$ cat config.mk
export PLATFORM = sky130hd
export DESIGN_NAME = spis_cpu_core
export DESIGN_NICKNAME = d
export VERILOG_FILES = /design/src/rtl/spis_cpu_pkg.sv /design/src/rtl/spis_alu.sv /design/src/rtl/spis_cpu_core.sv
export SDC_FILE = /design/constraint.sdc
export NUM_CORES = 1
export LEC_CHECK = 0
export ABC_AREA = 1
export CORE_AREA = 5 5 103 105
export DETAILED_ROUTE_END_ITERATION = 7
export DIE_AREA = 0 0 108 110
export GPL_TIMING_DRIVEN = 0
export PLACE_DENSITY = 0.77
export SLEW_MARGIN = 20
export SYNTH_ARGS = -nofsm -noshare
export SYNTH_HDL_FRONTEND = slang
export SYNTH_SLANG_ARGS = --single-unit
$ cat constraint.sdc
create_clock -name clock -period 3.2 [get_ports clock]
set_input_delay 0.48 -clock clock [delete_from_list [all_inputs] [get_ports clock]]
set_output_delay 0.48 -clock clock [all_outputs]
set_load 0.05 [all_outputs]
$ cat src/rtl/spis_cpu_pkg.sv
// Shared definitions for the SPIS accumulator CPU: opcode map, FSM states
// and small opcode-class helpers used by the core and the ALU.
package spis_cpu_pkg;

  // Opcodes live in the high nibble of instruction word 0.
  localparam logic [3:0] OP_ADD = 4'h0;  // A += B
  localparam logic [3:0] OP_SUB = 4'h1;  // A -= B
  localparam logic [3:0] OP_ADC = 4'h2;  // A += B + carry
  localparam logic [3:0] OP_SBC = 4'h3;  // A = A - B - !carry
  localparam logic [3:0] OP_SWB = 4'h4;  // swap A,B
  localparam logic [3:0] OP_LDI = 4'h5;  // A = word1
  localparam logic [3:0] OP_LD  = 4'h6;  // A = [addr]
  localparam logic [3:0] OP_LDX = 4'h7;  // A = [addr + C]
  localparam logic [3:0] OP_ST  = 4'h8;  // [addr] = A
  localparam logic [3:0] OP_STX = 4'h9;  // [addr + C] = A
  localparam logic [3:0] OP_SWC = 4'hA;  // swap A,C
  localparam logic [3:0] OP_JEQ = 4'hB;  // if A == B jump addr
  localparam logic [3:0] OP_JMP = 4'hC;  // jump addr
  localparam logic [3:0] OP_NOT = 4'hD;  // A = ~A
  localparam logic [3:0] OP_AND = 4'hE;  // A &= B
  localparam logic [3:0] OP_OR  = 4'hF;  // A |= B

  // Core sequencing states. The state register is a plain named signal
  // (state_q) inside the core so checkers can bind to it directly.
  typedef enum logic [1:0] {
    FETCH = 2'd0,
    OPER  = 2'd1,
    EXEC  = 2'd2,
    MEM   = 2'd3
  } state_t;

  // Opcodes that carry a second instruction word (address or immediate).
  function automatic logic has_operand(input logic [3:0] op);
    case (op)
      OP_LDI, OP_LD, OP_LDX, OP_ST, OP_STX, OP_JEQ, OP_JMP: has_operand = 1'b1;
      default:                                              has_operand = 1'b0;
    endcase
  endfunction

  // Opcodes that update the carry flag.
  function automatic logic is_arith(input logic [3:0] op);
    case (op)
      OP_ADD, OP_SUB, OP_ADC, OP_SBC: is_arith = 1'b1;
      default:                        is_arith = 1'b0;
    endcase
  endfunction

endpackage

$ cat src/rtl/spis_alu.sv
// Combinational ALU for the EXEC-class opcodes. Subtraction is done as
// A + ~B + carry-in, so the carry-out is the inverted borrow.
module spis_alu
  import spis_cpu_pkg::*;
#(
  parameter int DATA_W = 8
) (
  input  logic [3:0]        op,
  input  logic [DATA_W-1:0] a,
  input  logic [DATA_W-1:0] b,
  input  logic              cin,
  output logic [DATA_W-1:0] result,
  output logic              cout,
  output logic              zero
);

  localparam logic [DATA_W:0] ONE = {{DATA_W{1'b0}}, 1'b1};

  logic [DATA_W:0] a_x;
  logic [DATA_W:0] b_x;
  logic [DATA_W:0] nb_x;
  logic [DATA_W:0] cin_x;
  logic [DATA_W:0] sum;

  assign a_x   = {1'b0, a};
  assign b_x   = {1'b0, b};
  assign nb_x  = {1'b0, ~b};
  assign cin_x = {{DATA_W{1'b0}}, cin};

  // Opcode select: arithmetic goes through one DATA_W+1 adder, logic ops bypass it.
  always_comb begin
    sum    = '0;
    result = a;
    cout   = 1'b0;
    case (op)
      OP_ADD: begin
        sum    = a_x + b_x;
        result = sum[DATA_W-1:0];
        cout   = sum[DATA_W];
      end
      OP_SUB: begin
        sum    = a_x + nb_x + ONE;
        result = sum[DATA_W-1:0];
        cout   = sum[DATA_W];
      end
      OP_ADC: begin
        sum    = a_x + b_x + cin_x;
        result = sum[DATA_W-1:0];
        cout   = sum[DATA_W];
      end
      OP_SBC: begin
        sum    = a_x + nb_x + cin_x;
        result = sum[DATA_W-1:0];
        cout   = sum[DATA_W];
      end
      OP_NOT:  result = ~a;
      OP_AND:  result = a & b;
      OP_OR:   result = a | b;
      default: result = a;
    endcase
  end

  assign zero = (result == '0);

endmodule

$ cat src/rtl/spis_cpu_core.sv
// SPIS accumulator CPU core: FETCH/OPER/EXEC/MEM sequencer, instruction
// pointer, A/B/C registers, carry/zero flags and bus output decode.
//
// Bus handshake: in FETCH, OPER and MEM exactly one of memRead/memWrite is
// high and memAddr/dataOut/sync are held constant until a rising edge with
// memReady=1 completes the cycle; dataIn is sampled on that edge. An edge with
// memReady=0 is a wait cycle and changes no state. EXEC issues no bus cycle.
module spis_cpu_core
  import spis_cpu_pkg::*;
#(
  parameter int DATA_W    = 8,
  parameter int ADDR_W    = 12,
  parameter int RESET_VEC = 0
) (
  input  logic              clock,
  input  logic              resetN,
  output logic [ADDR_W-1:0] memAddr,
  output logic              memRead,
  output logic              memWrite,
  input  logic              memReady,
  input  logic [DATA_W-1:0] dataIn,
  output logic [DATA_W-1:0] dataOut,
  output logic              sync,
  output logic              flagC,
  output logic              flagZ
);

  if (DATA_W < 8) begin : g_bad_data_w
    $error("spis_cpu_core: DATA_W must be at least 8");
  end
  if (ADDR_W > 2 * DATA_W - 4) begin : g_bad_addr_w
    $error("spis_cpu_core: ADDR_W must not exceed 2*DATA_W-4");
  end

  state_t            state_q;
  logic [ADDR_W-1:0] ip_q;
  logic [DATA_W-1:0] a_q;
  logic [DATA_W-1:0] b_q;
  logic [DATA_W-1:0] c_q;
  logic [DATA_W-1:0] w0_q;
  logic [DATA_W-1:0] w1_q;
  logic [DATA_W-1:0] dout_q;
  logic              fc_q;
  logic              fz_q;

  logic [3:0]        op_q;
  logic [3:0]        op_in;
  logic              indexed;
  logic              is_store;
  logic [ADDR_W-1:0] jump_addr;
  logic [ADDR_W-1:0] base_addr;
  logic [ADDR_W-1:0] data_addr;

  logic [DATA_W-1:0] alu_result;
  logic              alu_cout;
  logic              alu_zero;

  // Opcode of the instruction in flight, and of the word arriving in FETCH.
  assign op_q  = w0_q[DATA_W-1 -: 4];
  assign op_in = dataIn[DATA_W-1 -: 4];

  assign indexed  = (op_q == OP_LDX) || (op_q == OP_STX);
  assign is_store = (op_q == OP_ST)  || (op_q == OP_STX);

  // Jump targets use word1 straight off the bus; data accesses use the latched copy.
  assign jump_addr = ADDR_W'({w0_q[DATA_W-5:0], dataIn});
  assign base_addr = ADDR_W'({w0_q[DATA_W-5:0], w1_q});
  assign data_addr = indexed ? (base_addr + ADDR_W'(c_q)) : base_addr;

  spis_alu #(
    .DATA_W (DATA_W)
  ) u_alu (
    .op     (op_q),
    .a      (a_q),
    .b      (b_q),
    .cin    (fc_q),
    .result (alu_result),
    .cout   (alu_cout),
    .zero   (alu_zero)
  );

  // Bus outputs decode purely from state and registers; all forced low in reset.
  always_comb begin
    memAddr  = '0;
    memRead  = 1'b0;
    memWrite = 1'b0;
    sync     = 1'b0;
    dataOut  = '0;
    if (resetN) begin
      case (state_q)
        FETCH: begin
          memRead = 1'b1;
          sync    = 1'b1;
          memAddr = ip_q;
        end
        OPER: begin
          memRead = 1'b1;
          memAddr = ip_q;
        end
        MEM: begin
          memAddr = data_addr;
          if (is_store) begin
            memWrite = 1'b1;
            dataOut  = dout_q;
          end else begin
            memRead = 1'b1;
          end
        end
        default: begin
          memAddr = '0;
        end
      endcase
    end
  end

  assign flagC = fc_q;
  assign flagZ = fz_q;

  // Sequencer and architectural state; bus states advance only on memReady.
  always_ff @(posedge clock) begin
    if (!resetN) begin
      state_q <= FETCH;
      ip_q    <= ADDR_W'(RESET_VEC);
      a_q     <= '0;
      b_q     <= '0;
      c_q     <= '0;
      w0_q    <= '0;
      w1_q    <= '0;
      dout_q  <= '0;
      fc_q    <= 1'b0;
      fz_q    <= 1'b0;
    end else begin
      case (state_q)
        FETCH: begin
          if (memReady) begin
            w0_q    <= dataIn;
            ip_q    <= ip_q + ADDR_W'(1);
            state_q <= has_operand(op_in) ? OPER : EXEC;
          end
        end
        OPER: begin
          if (memReady) begin
            w1_q    <= dataIn;
            ip_q    <= ip_q + ADDR_W'(1);
            state_q <= FETCH;
            case (op_q)
              OP_LDI: a_q <= dataIn;
              OP_JEQ: if (a_q == b_q) ip_q <= jump_addr;
              OP_JMP: ip_q <= jump_addr;
              default: begin
                dout_q  <= a_q;
                state_q <= MEM;
              end
            endcase
          end
        end
        EXEC: begin
          state_q <= FETCH;
          case (op_q)
            OP_SWB: begin
              a_q <= b_q;
              b_q <= a_q;
            end
            OP_SWC: begin
              a_q <= c_q;
              c_q <= a_q;
            end
            default: begin
              a_q  <= alu_result;
              fz_q <= alu_zero;
              if (is_arith(op_q)) fc_q <= alu_cout;
            end
          endcase
        end
        MEM: begin
          if (memReady) begin
            if (!is_store) a_q <= dataIn;
            state_q <= FETCH;
          end
        end
        default: state_q <= FETCH;
      endcase
    end
  end

endmodule

# ---- After elaboration in Yosys (flattened, before gate mapping)
# Index checks and enable logic that the tools add are counted.
dict set report totals {
  reg_bits 64
  in_bits 11
  output_inout_bits 25
}
dict set report op_classes {
  n_mux 41
  reduce_logical 22
  eq_ne 30
  addsub 7
  n_bitwise 6
}
# operator count
set op_table {}
lappend op_table {{$pmux 12 s2} 3}
lappend op_table {{$mux 12} 5}
lappend op_table {{$mux 8} 7}
lappend op_table {{$pmux 8 s7} 1}
lappend op_table {{$eq 4x4->1 const B} 12}
lappend op_table {{$eq 4x3->1 const B} 6}
lappend op_table {{$pmux 8 s3} 1}
lappend op_table {{$add 8x8->9} 2}
lappend op_table {{$add 9x1->9} 2}
lappend op_table {{$not 8->8} 2}
lappend op_table {{$pmux 8 s2} 1}
lappend op_table {{$mux 1} 15}
lappend op_table {{$add 12x1->12 const B} 1}
lappend op_table {{$add 12x8->12} 1}
lappend op_table {{$reduce_and 3->1} 4}
lappend op_table {{$mux 2} 5}
lappend op_table {{$reduce_and 2->1} 5}
lappend op_table {{$add 9x1->9 const B} 1}
lappend op_table {{$and 8x8->8} 1}
lappend op_table {{$eq 4x2->1 const B} 2}
lappend op_table {{$eq 8x8->1} 1}
lappend op_table {{$logic_not 8->1} 1}
lappend op_table {{$ne 2x2->1 const B} 4}
lappend op_table {{$or 8x8->8} 1}
lappend op_table {{18 further kinds} 22}

# ---- Depth between registers and ports, before layout
dict set report logic_depth {
  ltp_word 9
  ltp_mapped 21
}

# ---- Modules after synthesis
# From an unflattened synthesis, not the netlist that was laid out.
dict set report unflattened {
  hier_cells 1050
  area_unflattened_um2 6286.0
}
# module area_each_um2 cells_per_inst n_inst
set modules_own_cells {}
lappend modules_own_cells {spis_cpu_core 4086.4 647 1}
lappend modules_own_cells {spis_alu 2199.6 403 1}

# ---- Worst setup path after synthesis
# No wires, ideal clock.
dict set report synth_path {
  path_kind {register -> output}
  startpoint {register w0_q[7]}
  endpoint {output port dataOut[0]}
  stages_incl_launch_ff 11
  path_slack_ns 0.042
  t_arrival_ns 2.678
  n_path_buf 0
  t_required_ns 2.720
  cell_sequence {dfxtp_1 inv_1 nor2_1 inv_1 nor2_1 inv_1 nor2_1 inv_1 nor2_1 inv_1 nor2_1}
}
dict set report synth_between {
  elab_chain_cells 5
}
# element line
set synth_lines {}
lappend synth_lines {{start, declared} spis_cpu_core.sv:40} ;# logic [DATA_W-1:0] w0_q;
lappend synth_lines {{start signal, assigned} spis_cpu_core.sv:136} ;# w0_q <= dataIn;
lappend synth_lines {{$eq 4x4->1} spis_cpu_core.sv:63} ;# assign is_store = (op_q == OP_ST) || (op_q == OP_STX);
lappend synth_lines {{$logic_or 1x1->1 *} spis_cpu_core.sv:63}
lappend synth_lines {{$mux 8 *} spis_cpu_core.sv:102} ;# if (is_store) begin
lappend synth_lines {{$mux 8 *} spis_cpu_core.sv:90} ;# case (state_q)
lappend synth_lines {{$mux 8 *} spis_cpu_core.sv:89} ;# if (resetN) begin
lappend synth_lines {{end, declared} spis_cpu_core.sv:22} ;# output logic [DATA_W-1:0] dataOut,
# Every way passes the cells marked *; elsewhere a longest branch is shown, timed or not.

# ---- Final worst setup path
dict set report layout_path {
  startpoint {register c_q[0]}
  endpoint {output port memAddr[10]}
}
dict set report layout_between {
  elab_chain_cells 4
}
# element line
set layout_lines {}
lappend layout_lines {{start, declared} spis_cpu_core.sv:39} ;# logic [DATA_W-1:0] c_q;
lappend layout_lines {{start signal, assigned} spis_cpu_core.sv:166} ;# c_q <= a_q;
lappend layout_lines {{$add 12x8->12} spis_cpu_core.sv:68} ;# assign data_addr = indexed ? (base_addr + ADDR_W'(c_q)) : base_addr;
lappend layout_lines {{$mux 12} spis_cpu_core.sv:68}
lappend layout_lines {{$pmux 12 s2} spis_cpu_core.sv:90}
lappend layout_lines {{$mux 12} spis_cpu_core.sv:89}
lappend layout_lines {{end, declared} spis_cpu_core.sv:17} ;# output logic [ADDR_W-1:0] memAddr,
# No other way between the ends.

==> qor.yml <==
outcome:
  outcome: "finished, final reports clean"
timing:
  max_freq_mhz: 315.9
  rsz0062_at_grt: "yes"
  slew_violations: 0
  tightest_slew_ps: 745.8
  final.period_utilization: 0.9894
  hold_viol: 0
  whs_ps: 471.9
  setup_viol: 0
  finalCriticalPeriod_ps: 3166
  slew_headroom: 0.5028
  clock_skew_ps: 11.95
power:
  p_switching_w: 0.001275
  sw_frac_of_total: 0.4258
  combPwrFrac: 0.412
  fin_total_pwr_w: 0.002994
  leakage_nw: 2.837
  ir_drop_v: 0.0003578
  internal_power_w: 0.001719
  p_clk_frac: 0.275
  p_seq_frac: 0.313
  powerDensity_mw_per_mm2: 473.4
synth:
  synth_edf_count: 0
  synthMostInstantiatedCell: "nand2_1"
  ys_top_cells_by_area: "dfxtp_1, nand2_1, ha_1"
  ys_ff_latch: 64
  ys_top_cells_by_count: "nand2_1, inv_1, a21oi_1, nor2_1, o21ai_0"
  syn_inst: 887
  synth_cell_types: 53
  ys_seq_area_frac: 0.2283
  synth.net_count: 941
  synth_top_area_cell: "dfxtp_1"
  synth_area_mm2: 0.005612
  synthArstFlopShare: 0
  synth_warnings: 0
  synth_top_area_frac: 0.2283
  ys.flop_type: "dfxtp_1"
  syn_area_per_cell_um2: 6.327
worst_setup_path:
  crit_path_max_fanout: 4
  cp-end-kind: "output port"
  regToRegStartpoint: "b_q[0]$_SDFFE_PN0P_"
  r2r_slack_ps: 260
  cp.required_ps: 2720
  worstPathArrival_ps: 2690
  path_class: "reg2out"
  critPathLaunchType: "register"
  critPathLaunch: "c_q[0]$_SDFFE_PN0P_"
placed_design:
  hpwl_mm: 14.67
  buffer_ports.inserted: 35
  gp_congestion: 0.9958
  dpl_cell_area_mm2: 0.006128
clock_network:
  hold_buffers: 0
  cts_tree: "done"
  post_cts.repair.setup_buffers: 0
  htree_num_levels: 3
  clock_latency_ps: 370
  clk_path_buf_depth: 2
  path_clk_slew_ps: 70
  clock_sinks: 64
  root_buffer: "clkbuf_8"
  numCtsBuffers: 9
global_routing:
  track_usage: 0.3200
  grt-busiest-layer: "met2"
  gr-usage-met1: 0.3600
  grt-ovfl-total: 0
  grt_use_met2: 0.5817
  use_met3: 0.04193
  grt_pass1_vias: 5943
  grt_pass1_wl_mm: 29.53
  antenna_found_initial: 0
  grt_max_degree: 12
layout:
  multi_input_area_mm2: 0.003712
  area_delta_synth_final_pct: 12.71
  fill_cells: 917
  regArea_mm2: 0.001282
  fin_area_mm2: 0.006325
  insertedDiodeCount: 0
  nets: 987
  drive_gt1_frac: 0.1183
die:
  start_util: 0.5877
  dieHeight_um: 110
  dieArea_mm2: 0.01188
  rows: 36
  core_area_mm2: 0.009549
  ios: 36
  dieWidth_um: 108
hold_path:
  hp-class: "reg2reg"
  worstHoldStart: "flagZ$_SDFFE_PN0P_"
drt:
  drc_errors: 0
  drt-total-wl_mm: 18.24
  num_vias: 6234
  antenna_left: 0
  wl_per_cell_um: 17.03
  drtIter0Drc: 536
  firstDrtPassIters: 6
  viasPerCell: 5.821
flow_run:
  maxCapViolCount: 0
worst max-delay path, cell delays in order (launching register included):
cell     delay [ps]
dfxtp_1         350
ha_1            180
inv_1            60
fa_1            380
inv_1            80
a31oi_1         140
nor3_1          190
o21ai_1         170
o31ai_1         250
inv_1            70
o21ai_1         150
a21oi_1          90
buf_4           210
stage by stage:
step / setup TNS (ps) / cells / setup WS, ps / utilization
final: 0 / 1071 / 33.98 / 0.6623
after global routing: -93.70 / 1071 / -93.70 / 0.6623
after CTS: 0 / 1071 / 0.6075 / 0.6642
after detailed placement: -1317 / 1055 / -220.2 / 0.6418
after global placement: -1190 / 1055 / -230.8 / 0.6418
after floorplan: 0 / 887 / 42.28 / -
per-layer routing:
layer,share of wire,vias to the layer above
met5,0,-
met4,0.056,0
met3,0.059,65
met2,0.50,259
met1,0.39,2862
li1,-,3048
final timing paths:
| path | depth (start not counted) | end |
|---|---|---|
| worst max register to register | 16 | flagZ$_SDFFE_PN0P_ |
| worst max-delay path | 12 | memAddr[10] |
| worst min-delay path | 2 | flagZ$_SDFFE_PN0P_ |
| worst min register to register | 2 | flagZ$_SDFFE_PN0P_ |
cells in the final DEF (no fill, tap or decap), drive strengths merged, types with 2 or more instances in the layout:
cell type / instances
clkbuf: 34
dfxtp: 64
nand4: 11
o211ai: 10
dlymetal6s2s: 4
or2: 3
clkdlybuf4s50: 12
o31ai: 4
o2111ai: 3
a22oi: 2
o21a: 2
a21oi: 95
o21ai: 89
a221oi: 7
nand3b: 3
o22ai: 11
buf: 17
nand3: 56
fa: 3
a211oi: 9
clkinv: 4
nand2: 195
nor2: 87
nor3: 9
inv: 141
xor2: 4
ha: 40
nor4: 2
bufinv: 2
xnor2: 4
a31oi: 5
kinds of logic after synthesis:
family          count (synthesis)  synth area share
simple gates                  366            0.2894
buf+inv                       165            0.1153
compound gates                241            0.2513
flops                          64            0.2283
fa+ha+maj                      43           0.09989
xor+xnor                        8           0.01583
registers in the layout (all words and copies together), names as in the netlist:
signal,count
dout_q,8
state_q,2
b_q,8
ip_q,12
w1_q,8
a_q,8
flagZ,1
c_q,8
flagC,1
w0_q,8
cell type report:
class,count,share of cell area
buffer,23,0.01780
clock buffer,11,0.02394
inverter,142,0.08467
clock inverter,5,0.01246
sequential,64,0.2028
tap,133,0.02631
multi-input combinational,658,0.5869
timing repair buffer,35,0.04510
power groups by stage:
stage / Clock (W) / Sequential, W / Combinational [W]
after global routing: 0.000872 / 0.000945 / 0.00136
after CTS: 0.000828 / 0.000933 / 0.00121
after global placement: 0 / 0.000949 / 0.00118
after floorplan: 0 / 0.000933 / 0.000890
after detailed placement: 0 / 0.000951 / 0.00121
final: 0.000823 / 0.000938 / 0.00123
timing repair:
action,4_1_cts,5_1_grt
resized for setup,47,44
setup endpoints to repair,21,24
pin swaps,0,2
Note: power is estimated with default switching activity, not from simulation.
==> patch 1 (same settings) <==
Remove the case item `OP_ADD` of the case on `op`.
--- a/src/rtl/spis_alu.sv
+++ b/src/rtl/spis_alu.sv
@@ -35,7 +35,2 @@
     case (op)
-      OP_ADD: begin
-        sum    = a_x + b_x;
-        result = sum[DATA_W-1:0];
-        cout   = sum[DATA_W];
-      end
       OP_SUB: begin
Behaviour: same outputs for any inputs over 4 cycles, from zero or initial values and one cycle with resetN low; that may be too few to reach the edited logic, so the function may still have changed.
==> patch 1 against the unedited design <==
- power fell by 4.2%
- synthesized area fell by 4.6%
- global-route usage rose by 0.16 points
- sequential cell count did not move
- final area fell by 3.5%
- worst setup slack improved by 0.047 ns
- first-iteration DRC count rose by 46%
- sequential power rose by 2.2%
- wire length rose by 1.6%
==> patch 1: results (changes against the unedited design) <==
Run status
  – Status: complete, no violations (unchanged)

Routing
  – DR iter-0 viols: 784 (was 536)
  – DR WL met2: 7687 um (was 9106 um)
  – Router iterations before antenna repair: 7 (was 6)
  – Met1 WL: 8266 um (was 7046 um)
  – Via/cell ratio: 5.935 (was 5.821)
  – Wire length after detailed routing: 18530 um (was 18240 um)
  – Via Count: 6166 (was 6234)

Worst setup path
  – Worst setup path end: memAddr[8] (was memAddr[10])
  – CP Max Fanout: 3 (was 4)
  – Reg2Reg Depth: 17 (was 16)
  – Max stage delay on crit path: 0.34 ns (was 0.38 ns)
  – FF-to-FF Start: a_q[0] (was b_q[0])

Cells and area
  – Layout net count: 952 (was 987)
  – Layout filler cell count: 931 (was 917)
  – Ratio of cells with drive above 1 in the final layout: 8.940% (was 11.83%)

STA
  – Hold Worst Slack: 0.4851 ns (was 0.4719 ns)
  – Worst slew pin tran: 0.6110 ns (was 0.7458 ns)

Power
  – Peak supply drop: 0.3324 mV (was 0.3578 mV)
  – Leakage: 2.705 nW (was 2.837 nW)

Global route
  – Tot GR Track Use: 32.16% (was 32.00%)
  – Met3 GRT Util: 7.921% (was 4.193%)
  – First-pass GRT wire length: 29330 um (was 29530 um)
  – Met2 Use GR: 45.91% (was 58.17%)

Place
  – # port buffers: 34 (was 35)
  – Placed cell area: 5862 um2 (was 6128 um2)
  – Post-DP HPWL: 14440 um (was 14670 um)
  – Placed Instances: 1021 (was 1055)
  – GPL Wtd Cong: 0.9746 (was 0.9958)

Synth
  – Netlist cell types: 43 (was 53)
  – Synth top area cells: dfxtp_1 24%, nand2_1 12%, a21oi_1 9.0%, inv_1 8.8%, ha_1 8.4% (was dfxtp_1 23%, nand2_1 12%, ha_1 8.9%, a21oi_1 8.1%, inv_1 8.0%)
  – Syn nets: 905 (was 941)

Worst hold path
  – Worst hold start: w1_q[0] (was flagZ)
patch 1: repair_timing:
item                                    in CTS  in global routing
endpoints found under the setup margin      13                 23
gates resized for setup                     46                 37
buffers inserted                             0                  2
pin swaps                                    0                  4
patch 1: report_power, final:
group	total (W)	internal, W	switching (W)
clock network	0.000661	0.000287	0.000374
registers	0.000959	0.000864	0.0000958
logic	0.00125	0.000382	0.000864
patch 1: logic make-up after synthesis:
group / synth area share, %
AO/OA/AOI/OAI: 25.07
XOR/XNOR: 1.799
adder cells (fa/ha/maj): 9.907
buffers and inverters: 11.10
flip-flops: 23.93
AND/OR/NAND/NOR: 28.20
patch 1: final cells by class:
| type | instances | area share, % |
|---|---|---|
| Multi-Input combinational cell | 634 | 57.71 |
| Inverter | 130 | 7.998 |
| Clock buffer | 9 | 2.030 |
| Tap cell | 133 | 2.728 |
| Sequential cell | 64 | 21.19 |
| Clock inverter | 7 | 0.9024 |
| Timing Repair Buffer | 36 | 5.701 |
| Buffer | 26 | 1.743 |
==> patch 2 (same settings) <==
Without the edit above. The parameter `ADDR_W` goes from 12 to 11.
--- a/src/rtl/spis_cpu_core.sv
+++ b/src/rtl/spis_cpu_core.sv
@@ -11,3 +11,3 @@
   parameter int DATA_W    = 8,
-  parameter int ADDR_W    = 12,
+  parameter int ADDR_W    = 11,
   parameter int RESET_VEC = 0
Ports: changed (resized memAddr); port bits go from 36 to 35. No check against the original RTL was run, so the function may have changed too.
==> patch 2 against the unedited design <==
- utilization decreased by 0.97 points
- wire length decreased by 1.5%
- maximum frequency down 1.6%
- worst setup slack worse by 0.052 ns
- synthesized cell count decreased by 0.56%
- critical path depth up 3
- largest cell class unchanged
- sequential cell count shrank 2
- synthesized area decreased by 4.0%
- power shrank 4.4%
- hold slack better by 0.0095 ns
- final area fell by 1.5%
- the run now ends with negative setup slack left
==> patch 2: results (changes against the unedited design) <==
Routing
  – DR iter-0 viols: 500 (was 536)
  – Router iterations before antenna repair: 5 (was 6)
  – Via/cell ratio: 5.679 (was 5.821)
  – Wire per inst: 16.80 um (was 17.03 um)

Place
  – Post-DP HPWL: 14040 um (was 14670 um)
  – Placed Instances: 1049 (was 1055)
  – GPL Wtd Cong: 1.012 (was 0.9958)
  – # port buffers: 34 (was 35)

Worst setup path
  – FF-to-FF Start: a_q[4] (was b_q[0])
  – Crit path DAT: 2.74 ns (was 2.69 ns)
  – CP Max Fanout: 3 (was 4)

Global route
  – Pin count of the biggest net entering global routing: 11 (was 12)
  – First-pass GRT wire length: 28500 um (was 29530 um)
  – Tot GR Track Use: 30.83% (was 32.00%)
  – Vias in the first global route: 5836 (was 5943)

Worst hold path
  – Worst hold start: w1_q[4] (was flagZ)

Run status
  – Status: finished, violations left (was complete, no violations)
  – Violated checks: negative setup slack

STA
  – Worst Skew: 0.01278 ns (was 0.01195 ns)
  – Final TNS setup: -0.01777 ns (was 0 ns)
  – Final setup vio count: 1 (was 0)
  – Worst slew pin tran: 0.7675 ns (was 0.7458 ns)
  – Final setup margin: -0.01777 ns (was 0.03398 ns)

Cells and area
  – Layout filler cell count: 926 (was 917)
  – Layout net count: 986 (was 987)
  – Finished Layout Cells: 1069 (was 1071)
  – Ratio of cells with drive above 1 in the final layout: 8.654% (was 11.83%)
  – Max reg flops: 11 (was 12)

Synth
  – Netlist cell types: 43 (was 53)
  – Sequential element share of the synthesized area: 23.04% (was 22.83%)
  – Mapped Cells: 882 (was 887)
  – Syn nets: 936 (was 941)

Power
  – Peak supply drop: 0.4022 mV (was 0.3578 mV)
  – Leakage: 2.874 nW (was 2.837 nW)
==> patch 2: changes by cell type after synthesis, moves of 4 or more <==
cell      delta
a221oi_2     -4
nor2_1       +7
a21oi_1      -8
nand2_1     +11
nand3_1     +14
nand2_2      -6
o21ai_1      -7
clkinv_1     +4
inv_2       -16
inv_1       +15
==> patch 2: where the power goes <==
group	internal (W)	switching [W]	total, W
combinational	0.000385	0.000879	0.00126
sequential	0.000828	0.0000777	0.000906
clock	0.000374	0.000319	0.000693
total	0.00159	0.00128	0.00286
==> patch 2: area by class of cell <==
type / instances / area share, %
Inverter: 144 / 8.733
Sequential cell: 62 / 19.98
Clock buffer: 11 / 2.269
Clock inverter: 4 / 0.7629
Tap cell: 133 / 2.670
Timing Repair Buffer: 38 / 6.625
Timing Repair inverter: 1 / 0.1205
Buffer: 22 / 1.546
Multi-Input combinational cell: 654 / 57.30
==> patch 2: worst paths after layout <==
check                endpoint  slack (ns)  depth (start not counted)
hold reg to reg       w1_q[4]        0.48                          2
hold / removal        w1_q[4]        0.48                          2
setup / recovery  memAddr[10]       -0.02                         15
setup reg to reg      ip_q[5]        0.17                         13
==> patch 2: worst max-delay path: stages (launching register included) <==
cell     delay, ns
dfxtp_2       0.35
ha_2          0.18
inv_1         0.06
fa_2          0.37
nor2_2        0.10
nand2_2       0.07
nor2_2        0.12
nor2_1        0.05
nor2_1        0.15
o21ai_1       0.09
nand2_1       0.13
nand3_2       0.10
o21ai_1       0.13
nand3_1       0.10
a21oi_2       0.18
buf_6         0.19
==> patch 2: kinds of logic (layout without fill, tap and decap cells) <==
logic type | count (synthesis) | in the layout | synth area share (%)
buffers and inverters | 166 | 220 | 11.82
and+or+nand+nor | 390 | 390 | 31.29
AOI/OAI and AO/OA | 214 | 214 | 22.30
xor gates and xnor gates | 7 | 7 | 1.138
DFF | 62 | 62 | 23.04
adders and majority gates | 43 | 43 | 10.41
==> patch 2: routing by layer <==
metal  track usage [%]  up-vias  share of wire (%)
met5                 0        -                  0
li1                  -     3011                  -
met2             54.97      251                 50
met3             4.426       64                5.8
met4             18.76        0                5.2
met1             34.88     2745                 39
==> patch 2: timing repair <==
action / 4_1_cts / 5_1_grt
pin swaps: 0 / 7
gates resized for setup: 39 / 37
endpoints found under the setup margin: 10 / 34
cloned: 0 / 1
hold buffers: 0 / 0
setup buffers: 0 / 4
==> patch 2: stage by stage <==
step	cell area, um2	hold WS [ns]	setup slack [ns]	util [%]
floorplan	5386	0.4411	0.1176	-
global placement	5893	0.4675	-0.3216	61.71
detailed placement	5893	0.4746	-0.3763	61.71
CTS	6086	0.4849	-0.1034	63.73
global route	6232	0.5105	-0.09652	65.26
finish	6232	0.4814	-0.01777	65.26
